===== src/rtl/dmem_uart_tx_if.sv =====
// rtl/dmem_uart_tx_if.sv - dmem bus bundle between the core (master) and a memory-mapped responder
interface dmem_uart_tx_if;
    logic        dmem_req;
    logic        dmem_wr_en;
    logic [1:0]  dmem_size;          // 0 = byte, 1 = half, 2 = word
    logic        dmem_zero_extend;
    logic [31:0] dmem_addr;
    logic [31:0] dmem_wr_data;
    logic [31:0] dmem_rd_data;
    logic        dmem_hit;

    modport master (
        output dmem_req, dmem_wr_en, dmem_size, dmem_zero_extend, dmem_addr, dmem_wr_data,
        input  dmem_rd_data, dmem_hit
    );

    modport slave (
        input  dmem_req, dmem_wr_en, dmem_size, dmem_zero_extend, dmem_addr, dmem_wr_data,
        output dmem_rd_data, dmem_hit
    );
endinterface


===== src/rtl/dmem_uart_tx.sv =====
// rtl/dmem_uart_tx.sv - memory-mapped 8N1 UART transmitter with TX FIFO on the dmem bus
module dmem_uart_tx #(
    parameter logic [31:0] BASE_ADDR   = 32'h1000_0000,
    parameter int          FIFO_DEPTH  = 8,
    parameter logic [15:0] DEFAULT_DIV = 16'd15
) (
    input  logic           clk,
    input  logic           reset_n,
    dmem_uart_tx_if.slave  bus,
    output logic           uart_tx,
    output logic           tx_irq
);
    localparam int AW = $clog2(FIFO_DEPTH);

    typedef enum logic [1:0] {S_IDLE, S_START, S_DATA, S_STOP} state_t;

    state_t      r_state, w_state_nxt;
    logic [15:0] r_baud;
    logic        r_ovf;
    logic [AW:0] r_wptr, r_rptr;
    logic [7:0]  r_mem [FIFO_DEPTH];
    logic [7:0]  r_shift, w_shift_nxt;
    logic [15:0] r_cnt, w_cnt_nxt;
    logic [15:0] r_fdiv, w_fdiv_nxt;
    logic [2:0]  r_idx, w_idx_nxt;
    logic        r_tx, w_tx_nxt;

    logic        w_hit, w_wr, w_push_req, w_push, w_pop;
    logic        w_empty, w_full, w_busy, w_bit_done;
    logic [AW:0] w_count;
    logic [2:0]  w_idx_inc;
    logic [31:0] w_reg, w_rd;
    logic        w_unused_bits;

    assign w_hit      = bus.dmem_req && (bus.dmem_addr[31:4] == BASE_ADDR[31:4]);
    assign w_wr       = w_hit && bus.dmem_wr_en;
    assign w_push_req = w_wr && (bus.dmem_addr[3:2] == 2'd0);
    assign w_empty    = (r_wptr == r_rptr);
    assign w_full     = (r_wptr[AW] != r_rptr[AW]) && (r_wptr[AW-1:0] == r_rptr[AW-1:0]);
    assign w_count    = r_wptr - r_rptr;
    // A pop on the same edge frees the slot the new byte lands in, so full does not block it.
    assign w_push     = w_push_req && (!w_full || w_pop);
    assign w_busy     = (r_state != S_IDLE);
    assign w_bit_done = (r_cnt == 16'd0);
    assign w_idx_inc  = r_idx + 3'd1;

    assign w_unused_bits = ^{bus.dmem_zero_extend, bus.dmem_addr[1:0], bus.dmem_wr_data[31:16]};

    always_ff @(posedge clk) begin
        if (w_push) begin
            r_mem[r_wptr[AW-1:0]] <= bus.dmem_wr_data[7:0];
        end
    end

    always_ff @(posedge clk or negedge reset_n) begin
        if (!reset_n) begin
            r_wptr <= '0;
            r_rptr <= '0;
            r_ovf  <= 1'b0;
            r_baud <= DEFAULT_DIV;
        end else begin
            if (w_push) begin
                r_wptr <= r_wptr + 1'b1;
            end
            if (w_pop) begin
                r_rptr <= r_rptr + 1'b1;
            end
            if (w_push_req && !w_push) begin
                r_ovf <= 1'b1;
            end else if (w_wr && bus.dmem_addr[3:2] == 2'd1 && bus.dmem_wr_data[3]) begin
                r_ovf <= 1'b0;
            end
            if (w_wr && bus.dmem_addr[3:2] == 2'd2) begin
                r_baud <= bus.dmem_wr_data[15:0];
            end
        end
    end

    always_ff @(posedge clk or negedge reset_n) begin
        if (!reset_n) begin
            r_state <= S_IDLE;
            r_shift <= 8'd0;
            r_cnt   <= 16'd0;
            r_fdiv  <= 16'd0;
            r_idx   <= 3'd0;
            r_tx    <= 1'b1;
        end else begin
            r_state <= w_state_nxt;
            r_shift <= w_shift_nxt;
            r_cnt   <= w_cnt_nxt;
            r_fdiv  <= w_fdiv_nxt;
            r_idx   <= w_idx_nxt;
            r_tx    <= w_tx_nxt;
        end
    end

    // The divider is captured per frame so BAUDDIV writes only take effect at the next pop.
    always_comb begin
        w_state_nxt = r_state;
        w_shift_nxt = r_shift;
        w_cnt_nxt   = r_cnt;
        w_fdiv_nxt  = r_fdiv;
        w_idx_nxt   = r_idx;
        w_tx_nxt    = r_tx;
        w_pop       = 1'b0;
        case (r_state)
            S_IDLE: begin
                if (!w_empty) begin
                    w_pop       = 1'b1;
                    w_state_nxt = S_START;
                    w_shift_nxt = r_mem[r_rptr[AW-1:0]];
                    w_fdiv_nxt  = r_baud;
                    w_cnt_nxt   = r_baud;
                    w_tx_nxt    = 1'b0;
                end
            end
            S_START: begin
                if (w_bit_done) begin
                    w_state_nxt = S_DATA;
                    w_idx_nxt   = 3'd0;
                    w_tx_nxt    = r_shift[0];
                    w_cnt_nxt   = r_fdiv;
                end else begin
                    w_cnt_nxt = r_cnt - 16'd1;
                end
            end
            S_DATA: begin
                if (w_bit_done) begin
                    w_cnt_nxt = r_fdiv;
                    if (r_idx == 3'd7) begin
                        w_state_nxt = S_STOP;
                        w_tx_nxt    = 1'b1;
                    end else begin
                        w_idx_nxt = w_idx_inc;
                        w_tx_nxt  = r_shift[w_idx_inc];
                    end
                end else begin
                    w_cnt_nxt = r_cnt - 16'd1;
                end
            end
            S_STOP: begin
                if (w_bit_done) begin
                    if (!w_empty) begin
                        w_pop       = 1'b1;
                        w_state_nxt = S_START;
                        w_shift_nxt = r_mem[r_rptr[AW-1:0]];
                        w_fdiv_nxt  = r_baud;
                        w_cnt_nxt   = r_baud;
                        w_tx_nxt    = 1'b0;
                    end else begin
                        w_state_nxt = S_IDLE;
                    end
                end else begin
                    w_cnt_nxt = r_cnt - 16'd1;
                end
            end
            default: w_state_nxt = S_IDLE;
        endcase
    end

    always_comb begin
        w_reg = 32'd0;
        case (bus.dmem_addr[3:2])
            2'd1:    w_reg = {16'd0, {(7-AW){1'b0}}, w_count, 4'd0, r_ovf, w_empty, w_full, w_busy};
            2'd2:    w_reg = {16'd0, r_baud};
            default: w_reg = 32'd0;
        endcase
        case (bus.dmem_size)
            2'd0:    w_rd = w_reg & 32'h0000_00FF;
            2'd1:    w_rd = w_reg & 32'h0000_FFFF;
            default: w_rd = w_reg;
        endcase
        if (!w_hit) begin
            w_rd = 32'd0;
        end
    end

    assign bus.dmem_rd_data = w_rd;
    assign bus.dmem_hit     = w_hit;
    assign uart_tx          = r_tx;
    assign tx_irq           = w_empty && !w_busy;
endmodule

===== src/flat_wrapper.sv =====
// flat-port wrapper written by rule: the top's interface ports become plain ports
module dmem_uart_tx_flat 
#(
    parameter logic [31:0] BASE_ADDR   = 32'h1000_0000,
    parameter int          FIFO_DEPTH  = 8,
    parameter logic [15:0] DEFAULT_DIV = 16'd15
)
  (clk, reset_n, uart_tx, tx_irq, bus_dmem_req, bus_dmem_wr_en, bus_dmem_size, bus_dmem_zero_extend, bus_dmem_addr, bus_dmem_wr_data, bus_dmem_rd_data, bus_dmem_hit);
  dmem_uart_tx_if bus_i ();
  input  logic clk;
  input  logic reset_n;
  output logic uart_tx;
  output logic tx_irq;
  input wire logic [$bits(bus_i.dmem_req)-1:0] bus_dmem_req;
  input wire logic [$bits(bus_i.dmem_wr_en)-1:0] bus_dmem_wr_en;
  input wire logic [$bits(bus_i.dmem_size)-1:0] bus_dmem_size;
  input wire logic [$bits(bus_i.dmem_zero_extend)-1:0] bus_dmem_zero_extend;
  input wire logic [$bits(bus_i.dmem_addr)-1:0] bus_dmem_addr;
  input wire logic [$bits(bus_i.dmem_wr_data)-1:0] bus_dmem_wr_data;
  output wire logic [$bits(bus_i.dmem_rd_data)-1:0] bus_dmem_rd_data;
  output wire logic [$bits(bus_i.dmem_hit)-1:0] bus_dmem_hit;
  assign bus_i.dmem_req = bus_dmem_req;
  assign bus_i.dmem_wr_en = bus_dmem_wr_en;
  assign bus_i.dmem_size = bus_dmem_size;
  assign bus_i.dmem_zero_extend = bus_dmem_zero_extend;
  assign bus_i.dmem_addr = bus_dmem_addr;
  assign bus_i.dmem_wr_data = bus_dmem_wr_data;
  assign bus_dmem_rd_data = bus_i.dmem_rd_data;
  assign bus_dmem_hit = bus_i.dmem_hit;
  dmem_uart_tx #(.BASE_ADDR(BASE_ADDR), .FIFO_DEPTH(FIFO_DEPTH), .DEFAULT_DIV(DEFAULT_DIV)) u_core (.clk(clk), .reset_n(reset_n), .bus(bus_i), .uart_tx(uart_tx), .tx_irq(tx_irq));
endmodule

===== config.mk =====
export PLATFORM = sky130hd
export DESIGN_NAME = dmem_uart_tx_flat
export DESIGN_NICKNAME = d
export VERILOG_FILES = /design/src/rtl/dmem_uart_tx_if.sv /design/src/rtl/dmem_uart_tx.sv /design/src/flat_wrapper.sv
export SDC_FILE = /design/constraint.sdc
export NUM_CORES = 1
export LEC_CHECK = 0
export CORE_UTILIZATION = 30
export CTS_CLUSTER_SIZE = 12
export DETAILED_ROUTE_END_ITERATION = 7
export PLACE_DENSITY = 0.58
export SETUP_SLACK_MARGIN = 0.05
export SYNTH_ARGS = -nofsm -noshare
export SYNTH_HDL_FRONTEND = slang
export SYNTH_SLANG_ARGS = --single-unit

===== constraint.sdc =====
create_clock -name clk -period 10.25 [get_ports clk]
set_clock_uncertainty 0.15 [all_clocks]
set_input_delay 2.05 -clock clk [delete_from_list [all_inputs] [get_ports clk]]
set_output_delay 2.05 -clock clk [all_outputs]
set_load 0.02 [all_outputs]

Yosys cells after proc, flatten, opt, wreduce, memory -nomap -nowiden:

Memory sizes are Yosys's and may differ from the RTL's.
Cells that the tools add are included.

* add/subtract/negate cells: 5
* order comparisons: 1
* multiplexer cells: 39
* reduce and logical (&&, ||, !) cells: 27
* equality and inequality tests: 17

Operators with widths (number)
* $mux W16: 6
* $pmux W16 S2: 3
* $pmux W16 S3: 1
* $eq A28 B25 Y1 const B: 1
* $logic_not A16 Y1: 1
* $mux W8: 2
* $pmux W8 S2: 1
* $sub A16 B1 Y16 const B: 1
* $mux W1: 13
* $logic_and A1 B1 Y1: 10
* $mux W2: 5
* $mux W3: 3
* $add A4 B1 Y4 const B: 2
* $ne A2 B1 Y1 const B: 4
* $pmux W2 S4: 1
* $reduce_bool A2 Y1: 4
* $eq A2 B1 Y1 const B: 3
* $eq A2 B2 Y1 const B: 3
* $logic_not A2 Y1: 3
* $pmux W3 S2: 1
* $reduce_and A5 Y1: 1
* $eq A4 B4 Y1: 1
* $lt A3 B4 Y1 const B: 1
* $ne A2 B2 Y1 const B: 2
* 14 further kinds: 16

* register bits after elaboration: 71
* input bits: 71
* RAM bits: 64
* logic and storage cells: 100
* memories: 1
* output and inout port bits: 35

Memories
* u_core.r_mem: depth 8, width 8, read ports 1, clocked after Yosys merged registers in 0, write ports 1, RTL line dmem_uart_tx.sv:21 `logic [7:0] r_mem [FIFO_DEPTH];`

Longest topological paths before layout:

Gate-level depths: netlist (run 1).

* depth in word-level cells: 9
* mapped depth: 12
* mapped depth without buffers: 7

Least setup slack after synthesis (run 1):

Ideal clock, no wire load.

* path kind: input -> output
* start: input port bus_dmem_addr[12]
* end: output port bus_dmem_rd_data[12]
* data required time: 8.050 ns
* data arrival time: 3.744 ns
* buffers on the path: 0
* cell stages on the path: 5
* path slack: 4.306 ns
* path through: nor4_2 -> nand4_1 -> nor3_4 -> nand2_1 -> nor3b_1

* longest elaborated chain between the ends: 3

RTL lines
* start: declaration: RTL line flat_wrapper.sv:18 `input wire logic [$bits(bus_i.dmem_addr)-1:0] bus_dmem_addr;`
* $eq A28 B25 Y1: RTL line dmem_uart_tx.sv:35 `assign w_hit = bus.dmem_req && (bus.dmem_addr[31:4] == BASE_ADDR[31:4]);`
* $logic_and A1 B1 Y1: RTL line dmem_uart_tx.sv:35
* named net bus_dmem_hit: RTL line flat_wrapper.sv:21 `output wire logic [$bits(bus_i.dmem_hit)-1:0] bus_dmem_hit;`
* $mux W16: RTL line dmem_uart_tx.sv:173 `if (!w_hit) begin`
* end: declaration: RTL line flat_wrapper.sv:20 `output wire logic [$bits(bus_i.dmem_rd_data)-1:0] bus_dmem_rd_data;`

The timed path passes the listed nets, and every way through them passes these cells.

Worst setup path after layout (run 1):

* start: input port bus_dmem_addr[5]
* end: output port bus_dmem_rd_data[8]

* longest elaborated chain between the ends: 3

RTL lines (RTL line)
* $eq A28 B25 Y1: dmem_uart_tx.sv:35
* $logic_and A1 B1 Y1: dmem_uart_tx.sv:35
* $mux W16: dmem_uart_tx.sv:173

No other way between the ends.

==> results.md, run 1 <==
• complete, no violations — outcome
• 0 — Residual DRC
• 8 — length in cells of the worst reg-to-reg path
• flip-flop to flip-flop — type of the tightest min-delay check
• 53.16% — sequential element share of the synthesized area
• built — clock tree from TritonCTS
• 0 — pins over their slew limit
• 13.70% — mux contribution to synthesized area
• 0 — final hold violation count
• 3.304 nW — leakage power summed over all cells
• 27120 um — first-pass GRT wire length
• 17 — TritonCTS buffer count
• 60 ps — CTS clock-pin slew for the worst setup and hold paths
• sky130_fd_sc_hd__dfrtp_1 — most numerous cell in the Yosys netlist
• 5.128 — routed via count divided by cell count
• 0.02271 mm^2 — CORE AREA
• 0.02384 mm^2 — Total Die Area
• sky130_fd_sc_hd__edfxtp_1, sky130_fd_sc_hd__dfrtp_1, sky130_fd_sc_hd__mux4_2 — largest cells by area after synthesis
• multiplexers — dominant combinational cell family by area after synthesis
• 2 — hold path depth
• 6938 ps — final period demand of the worst path
• 0 ps — setup tns final
• u_core.r_shift[6]$_DFFE_PN0P_ — endpoint of the worst hold path
• 21.18% — area added between synthesis and finish
• 27.58% — share of Yosys cell area claimed by the top area cell type
• 720 — NumNets Final
• 0 — antenna diode count
• 0.008446 mm^2 — final instance area
• 3312 ps — final critical-path setup slack
• 8050 ps — Req. time, crit path
• input pin — Startpoint Class
• 154.4 um — Die W
• 4740 ps — Critical Path AT
• 30.69% — initial core utilization
• 12.42 um^2 — synthesized area per cell
• 1.256 mW — power consumption
• 11.74% — simple-gate share of the synthesized area
• 64 — EDFF count, synth
• primary output — kind of end point of the critical path
• bus_dmem_addr[5] — launch point of the critical path
• 135 — number of storage elements in the synthesis netlist
• 3250 ps — Post-Place Setup Slack
• 72 — largest net degree at the start of global routing
• 67.68% — Tcrit/Tclk final
• 0 — Antenna Nets Post-Route
• 16960 um — total wire length after detailed routing
• 55 — number of rows created at floorplan
• 0 — hold-fix buffer count after cts
• 0 — total congestion overflow
• 106 — # IOs
• 0.006969 mm^2 — Mapped Area
• 135 — Sink Count
• sky130_fd_sc_hd__clkdlybuf4s50_1 — highest-delay cell along the critical path
• 9 — largest fanout of any net on the critical path
• 278 — violation count after the first detailed-routing iteration
• 0 — # setup viols final
• input pin to primary output — Worst Setup Path Type
• 2 — Clock Tree Buf Depth
• 3.339% — adder and majority gate portion of the synthesized area
• sky130_fd_sc_hd__dfrtp_1, sky130_fd_sc_hd__edfxtp_1, sky130_fd_sc_hd__nand2_1, sky130_fd_sc_hd__nor2_1, sky130_fd_sc_hd__o21ai_0 — ranking of synthesized cells by instance count
• sky130_fd_sc_hd__edfxtp_1 — cell type contributing the most total cell area after synthesis
• sky130_fd_sc_hd__dfrtp_1 — top_reg_cell synth
• 37.19% — final standard cell utilization of the core
• 148.7 mW/mm^2 — power per cell area
• 154.4 um — die height
• 4764 — number of vias after detailed routing
• 0 — post-cts gate resize count
• sky130_fd_sc_hd__clkdlybuf4s50_1 — most frequent cell on the critical path
• 337.9 ps — worst hold-check slack
• 11750 um — post-DP HPWL
• 6660 ps — setup slack, reg-to-reg
• 52.59% — proportion of synthesized flip-flops having asynchronous set or reset
• 1155 ps — slew of the pin with the lowest slew margin
• 561 — cell count after synthesis
• 897 — number of instances in the placed design
• 23.01% — max_slew headroom
• 0 — number of antenna violations at the first check in global routing
• clkdlybuf4s50_1 -> nor4_2 -> nand4_1 -> nor3_4 -> nand2_1 -> nor3_1 -> clkdlybuf4s50_1 — cell-by-cell trace of the critical path
• 144.1 MHz — maximum clock frequency
• 5 — DRT Pass-1 Iters
• u_core.r_mem[0][0]$_DFFE_PP_ — worst r2r dst
• 0.1168 mV — maximum vdd drop
• 0.7633 — gp weighted congestion
• 2.513% — XOR/XNOR Fraction of Synth Area
• 4 — number of H-tree branching levels
• 14.94% — GRT Util Overall
• 0 — post-CTS setup buffer count
• 640 ps — delay of the slowest cell on the worst path
• 420 ps — later-pin clock latency in the skew report
• 65 — number of distinct standard cells referenced by the synthesized netlist
• u_core.r_shift[6]$_DFFE_PN0P_ — startpoint of the lowest-slack hold path
• 18.26 um — Routed wire per std cell
• 70 — total of buffers placed on input and output ports
• 2178 — total of fill cells in the finished design
• u_core.r_rptr[1]$_DFFE_PN0P_ — r2r startpoint
• sky130_fd_sc_hd__clkbuf_16 — master cell of the clock root buffer
• 10.39% — Synth Area in Compound Gates
• 4883 — via count of the first global-routing pass
• 0 — Yosys warnings
• false — RSZ-0062 raised after global routing
• 0 — Max-Cap Viols
• 929 — Non-Filler Instances
• 18.63% — fraction of final layout cells sized beyond drive strength 1
• 0.007884 mm^2 — Placed Instance Area
metal layers:
metal,wire [um],up-vias,global-route usage [%]
li1,-,2220,-
met1,7571,2425,19.19
met2,8545,107,25.04
met3,661,12,3.558
met4,184,0,4.243
met5,0,-,0
cell type report:
type / instances / area (um^2) / area share [%]
flip-flops and latches: 135 / 3705 / 43.87
multi-input cells: 375 / 2965 / 35.11
repair buffers: 81 / 778.2 / 9.215
clock buffers: 17 / 425.4 / 5.037
well taps: 285 / 356.6 / 4.222
clock inverters: 15 / 136.4 / 1.615
inverters: 21 / 78.83 / 0.9333
state kept, by name, summed over array words and instances (netlist names):
signal	count
u_core.r_state	2
u_core.r_idx	3
u_core.r_mem	64
u_core.r_ovf	1
u_core.r_baud	16
u_core.uart_tx	1
u_core.r_wptr	4
u_core.r_fdiv	16
u_core.r_rptr	4
u_core.r_shift	8
u_core.r_cnt	16
kinds of logic after synthesis:
group	after synthesis
buffers and inverters	66
and+or+nand+nor	150
muxes	64
xor gates and xnor gates	20
DFF	135
other	1
adders and majority gates	18
AOI/OAI and AO/OA	107
worst max-delay path, delay by kind of cell:
kind | cells | cell delay, ps
simple gates | 5 | 1610
buf+inv | 2 | 1070
where the power goes:
group | switching (mW) | internal (mW) | total (mW)
clock network | 0.259 | 0.320 | 0.579
logic | 0.0503 | 0.0379 | 0.0882
registers | 0.00766 | 0.580 | 0.588
total | 0.317 | 0.939 | 1.26
how the worst max path moves through the flow:
stage / to / slack [ps]
after floorplan: bus_dmem_rd_data[12] / 4310
after global placement: bus_dmem_rd_data[10] / 3290
after detailed placement: bus_dmem_rd_data[8] / 3250
after CTS: bus_dmem_rd_data[8] / 3250
after global routing: bus_dmem_rd_data[10] / 3140
final: bus_dmem_rd_data[8] / 3310
layout by cell type, fill, tap and decap left out, types with 4 or more instances in the layout:
| cell type | n |
|---|---|
| sky130_fd_sc_hd__clkdlybuf4s50_1 | 69 |
| sky130_fd_sc_hd__mux2_2 | 27 |
| sky130_fd_sc_hd__dfstp_2 | 5 |
| sky130_fd_sc_hd__clkbuf_16 | 17 |
| sky130_fd_sc_hd__nand2_1 | 42 |
| sky130_fd_sc_hd__nand4_1 | 6 |
| sky130_fd_sc_hd__inv_6 | 5 |
| sky130_fd_sc_hd__or3_1 | 4 |
| sky130_fd_sc_hd__dfrtp_1 | 66 |
| sky130_fd_sc_hd__nor2b_1 | 4 |
| sky130_fd_sc_hd__edfxtp_1 | 64 |
| sky130_fd_sc_hd__a22o_1 | 5 |
| sky130_fd_sc_hd__nor4_1 | 11 |
| sky130_fd_sc_hd__o311a_1 | 4 |
| sky130_fd_sc_hd__o21ai_0 | 35 |
| sky130_fd_sc_hd__and3_1 | 5 |
| sky130_fd_sc_hd__mux4_2 | 18 |
| sky130_fd_sc_hd__a21oi_1 | 16 |
| sky130_fd_sc_hd__nand3_1 | 5 |
| sky130_fd_sc_hd__o22ai_1 | 4 |
| sky130_fd_sc_hd__mux2i_1 | 8 |
| sky130_fd_sc_hd__conb_1 | 16 |
| sky130_fd_sc_hd__ha_1 | 17 |
| sky130_fd_sc_hd__inv_8 | 4 |
| sky130_fd_sc_hd__xor2_1 | 8 |
| sky130_fd_sc_hd__a22oi_1 | 6 |
| sky130_fd_sc_hd__nor3_1 | 10 |
| sky130_fd_sc_hd__xnor2_1 | 12 |
| sky130_fd_sc_hd__nor3b_1 | 5 |
| sky130_fd_sc_hd__nor4_2 | 4 |
| sky130_fd_sc_hd__a211oi_1 | 7 |
| sky130_fd_sc_hd__buf_4 | 11 |
| sky130_fd_sc_hd__nor2_1 | 42 |
| sky130_fd_sc_hd__inv_1 | 20 |
| sky130_fd_sc_hd__mux2_4 | 11 |
| sky130_fd_sc_hd__a32oi_1 | 6 |
Power figures use the tool's default switching activity.
==> run 2: changes to the inputs <==
--- a/config.mk
+++ b/config.mk
@@ -8,7 +8,7 @@
 export CORE_UTILIZATION = 30
 export CTS_CLUSTER_SIZE = 12
 export DETAILED_ROUTE_END_ITERATION = 7
-export PLACE_DENSITY = 0.58
+export PLACE_DENSITY = 0.6
 export SETUP_SLACK_MARGIN = 0.05
 export SYNTH_ARGS = -nofsm -noshare
 export SYNTH_HDL_FRONTEND = slang
==> constraint.sdc (replaced) <==
create_clock -name clk -period 5.86 [get_ports clk]
set_clock_uncertainty 0.15 [all_clocks]
set_input_delay 1.172 -clock clk [delete_from_list [all_inputs] [get_ports clk]]
set_output_delay 1.172 -clock clk [all_outputs]
set_load 0.02 [all_outputs]
==> run 2 against run 1 <==
Worst hold slack worse by 3.9 ps. Clock-buffer cell count unchanged. Critical path depth unchanged. Power up 79%. Global-route usage down 0.50 points.
==> results.md, run 2 (synthesis gave the netlist of run 1 again) <==
• 0 — hold-fix buffer count after cts, unchanged
• 26230 um — first-pass GRT wire length, -3.3%
• 64 — number of flip-flops under the largest register name, unchanged
• 4862 ps — final period demand of the worst path
• u_core.r_shift[7]$_DFFE_PN0P_ — startpoint of the lowest-slack hold path
• met4 — topmost layer with routed signal wires
• u_core.r_state[0]$_DFFE_PN0P_ — r2r startpoint
• 0 — number of antenna violations at the first check in global routing, unchanged
• 0.5888 mW — net load switching power, +86%
• input pin — Startpoint Class
• 17 — TritonCTS buffer count, unchanged
• 2 — hold path depth, unchanged
• 2 — crit path buf inv count, unchanged
• 0 — Max-Cap Viols, unchanged
• 2450 ps — setup slack, reg-to-reg, -4210 ps
• 2184 — total of fill cells in the finished design, +0.28%
• 0.02384 mm^2 — Total Die Area, unchanged
• 37.49% — final standard cell utilization of the core, +0.30 points
• 45.9% — Seq pwr share, -0.9 points
• 0 — post-cts gate resize count, unchanged
• u_core.r_shift[7]$_DFFE_PN0P_ — endpoint of the worst hold path
• 70 — total of buffers placed on input and output ports, unchanged
• 11100 um — post-DP HPWL, -5.5%
• primary output — kind of end point of the critical path
• sky130_fd_sc_hd__clkdlybuf4s50_1, sky130_fd_sc_hd__dfrtp_1, sky130_fd_sc_hd__edfxtp_1 — highest-count cells in the layout ignoring fill and taps
• 60 ps — CTS clock-pin slew for the worst setup and hold paths, about the same
• complete, no violations — outcome
• 3540 ps — Critical Path AT, -1200 ps
• 7831 um — routed length on met2, -8.4%
• 2 — Clock Tree Buf Depth, unchanged
• 3.324 nW — leakage power summed over all cells, +0.59%
• 135 — Sink Count, unchanged
• input pin to primary output — Worst Setup Path Type
• 4 — DRT Pass-1 Iters, -1
• 4681 — via count of the first global-routing pass, -4.1%
• 82.97% — Tcrit/Tclk final
• 723 — NumNets Final, +0.42%
• 0 — post-CTS setup buffer count, unchanged
• flip-flop to flip-flop — type of the tightest min-delay check
• 0 — # setup viols final, unchanged
• 22.15% — area added between synthesis and finish
• built — clock tree from TritonCTS
• 0.002970 mm^2 — multi-input logic area, +0.17%
• 4.974 — routed via count divided by cell count, -3.0%
• 958.0 ps — Post-Place Setup Slack, -2292 ps
• 16140 um — total wire length after detailed routing, -4.8%
• sky130_fd_sc_hd__clkbuf_16 — master cell of the clock root buffer
• 8 — largest fanout of any net on the critical path, -1
• 30.69% — initial core utilization, unchanged
• 106 — # IOs, unchanged
• 47.3% — Clk network pwr share, +1.2 points
• 26.25% — Switching Fraction, +1.0 points
• 4 — number of H-tree branching levels, unchanged
• 530 um — Detail Route met3 WL, -20%
• 0.02271 mm^2 — CORE AREA, unchanged
• 0.1859 mV — maximum vdd drop, +59%
• 0 — antenna diode count, unchanged
• sky130_fd_sc_hd__clkdlybuf4s50_1 — highest-delay cell along the critical path
• 263.5 mW/mm^2 — power per cell area, +77%
• clkdlybuf4s50_1 -> nor4_2 -> nand4_1 -> nor3_4 -> nand2_1 -> nor3b_1 -> clkdlybuf4s50_1 — cell-by-cell trace of the critical path
• 55 — number of rows created at floorplan, unchanged
• 0 — Antenna Nets Post-Route, unchanged
• simple AND/OR/NAND/NOR gates — CP delay by family, top
• 986.5 ps — slew of the pin with the lowest slew margin, -168.3 ps
• 17.32 um — Routed wire per std cell, -5.1%
• 0.008513 mm^2 — final instance area, +0.80%
• 7580 um — met1 routed wirelength after detailed routing, +0.12%
• 0.7809 — gp weighted congestion, +2.3%
• 0 — pins over their slew limit, unchanged
• 154.4 um — die height, unchanged
• 205.7 MHz — maximum clock frequency
• 0 ps — setup tns final, unchanged
• 430 ps — later-pin clock latency in the skew report, about the same
• 0 — Residual DRC, unchanged
• 6.8% — portion of total power attributed to combinational logic, -0.2 points
• 6 — length in cells of the worst reg-to-reg path, -2
• 997.7 ps — final critical-path setup slack, -2315 ps
• 0.007914 mm^2 — Placed Instance Area, +0.38%
• sky130_fd_sc_hd__clkdlybuf4s50_1 — most frequent cell on the critical path
• 14.43% — GRT Util Overall, -0.50 points
• 154.4 um — Die W, unchanged
• 34.23% — max_slew headroom, +11 points
• 4636 — number of vias after detailed routing, -2.7%
• 1.655 mW — cell-internal power, +76%
• sky130_fd_sc_hd__clkdlybuf4s50_1 — leading cell type in the layout, fill and taps excluded
• 0 — final hold violation count, unchanged
• u_core.r_mem[7][3]$_DFFE_PP_ — worst r2r dst
• 4540 ps — Req. time, crit path, -3510 ps
• 640 ps — delay of the slowest cell on the worst path, about the same
• false — RSZ-0062 raised after global routing
• 19.32% — fraction of final layout cells sized beyond drive strength 1, +0.69 points
• 0.003705 mm^2 — area occupied by registers, unchanged
• 0 — total congestion overflow, unchanged
• 72 — largest net degree at the start of global routing, unchanged
• 245 — violation count after the first detailed-routing iteration, -12%
## run 2: cell count changes in the layout (fill, tap and decap cells not counted), sizes merged
cell / previous run / this run
buf: 12 / 15
clkinv: 6 / 5
clkinvlp: 0 / 2
inv: 30 / 29
## run 2: layer usage
metal | vias up | track usage, %
met3 | 19 | 2.914
met1 | 2297 | 19.47
met2 | 89 | 23.36
met4 | 0 | 4.385
li1 | 2231 | -
met5 | - | 0
## run 2: power groups by stage
stage	logic [mW]	registers (mW)	clock network (mW)
floorplan	0.0916	1.04	0
global placement	0.152	1.05	0
detailed placement	0.154	1.05	0
CTS	0.155	1.03	1.09
global route	0.172	1.03	1.13
finish	0.153	1.03	1.06
## run 2: how the worst max path moves through the flow
stage,to,from,cells past startpoint,slack [ps]
final,bus_dmem_rd_data[14],bus_dmem_addr[5],7,1000
after global routing,bus_dmem_rd_data[13],bus_dmem_addr[5],7,820
after CTS,bus_dmem_rd_data[14],bus_dmem_addr[12],7,950
after detailed placement,bus_dmem_rd_data[15],bus_dmem_addr[12],7,960
after global placement,bus_dmem_rd_data[14],bus_dmem_addr[8],7,990
after floorplan,bus_dmem_rd_data[12],bus_dmem_addr[12],5,1670
## run 2: cell type report
| class | count | area share [%] |
|---|---|---|
| flip-flops and latches | 135 | 43.52 |
| multi-input cells | 375 | 34.89 |
| repair buffers | 84 | 9.436 |
| clock buffers | 17 | 4.997 |
| well taps | 285 | 4.189 |
| clock inverters | 15 | 2.043 |
| inverters | 21 | 0.9259 |
## run 2: worst reg2reg max path, stage by stage (launching register included)
cell	delay, ps
sky130_fd_sc_hd__dfrtp_1	400
sky130_fd_sc_hd__inv_1	110
sky130_fd_sc_hd__ha_1	690
sky130_fd_sc_hd__a21oi_1	530
sky130_fd_sc_hd__a31o_4	260
sky130_fd_sc_hd__nand4_4	200
sky130_fd_sc_hd__nor3_2	710
## run 2: per-stage QoR
| stage | std cells | power (mW) | hold WS [ps] |
|---|---|---|---|
| 6_report | 932 | 2.244 | 334.1 |
| 5_1_grt | 932 | 2.330 | 355.2 |
| 4_1_cts | 932 | 2.275 | 334.5 |
| 3_5_place_dp | 900 | 1.203 | 320.0 |
| 3_3_place_gp | 900 | 1.200 | 310.0 |
| 2_1_floorplan | 576 | 1.135 | 294.6 |
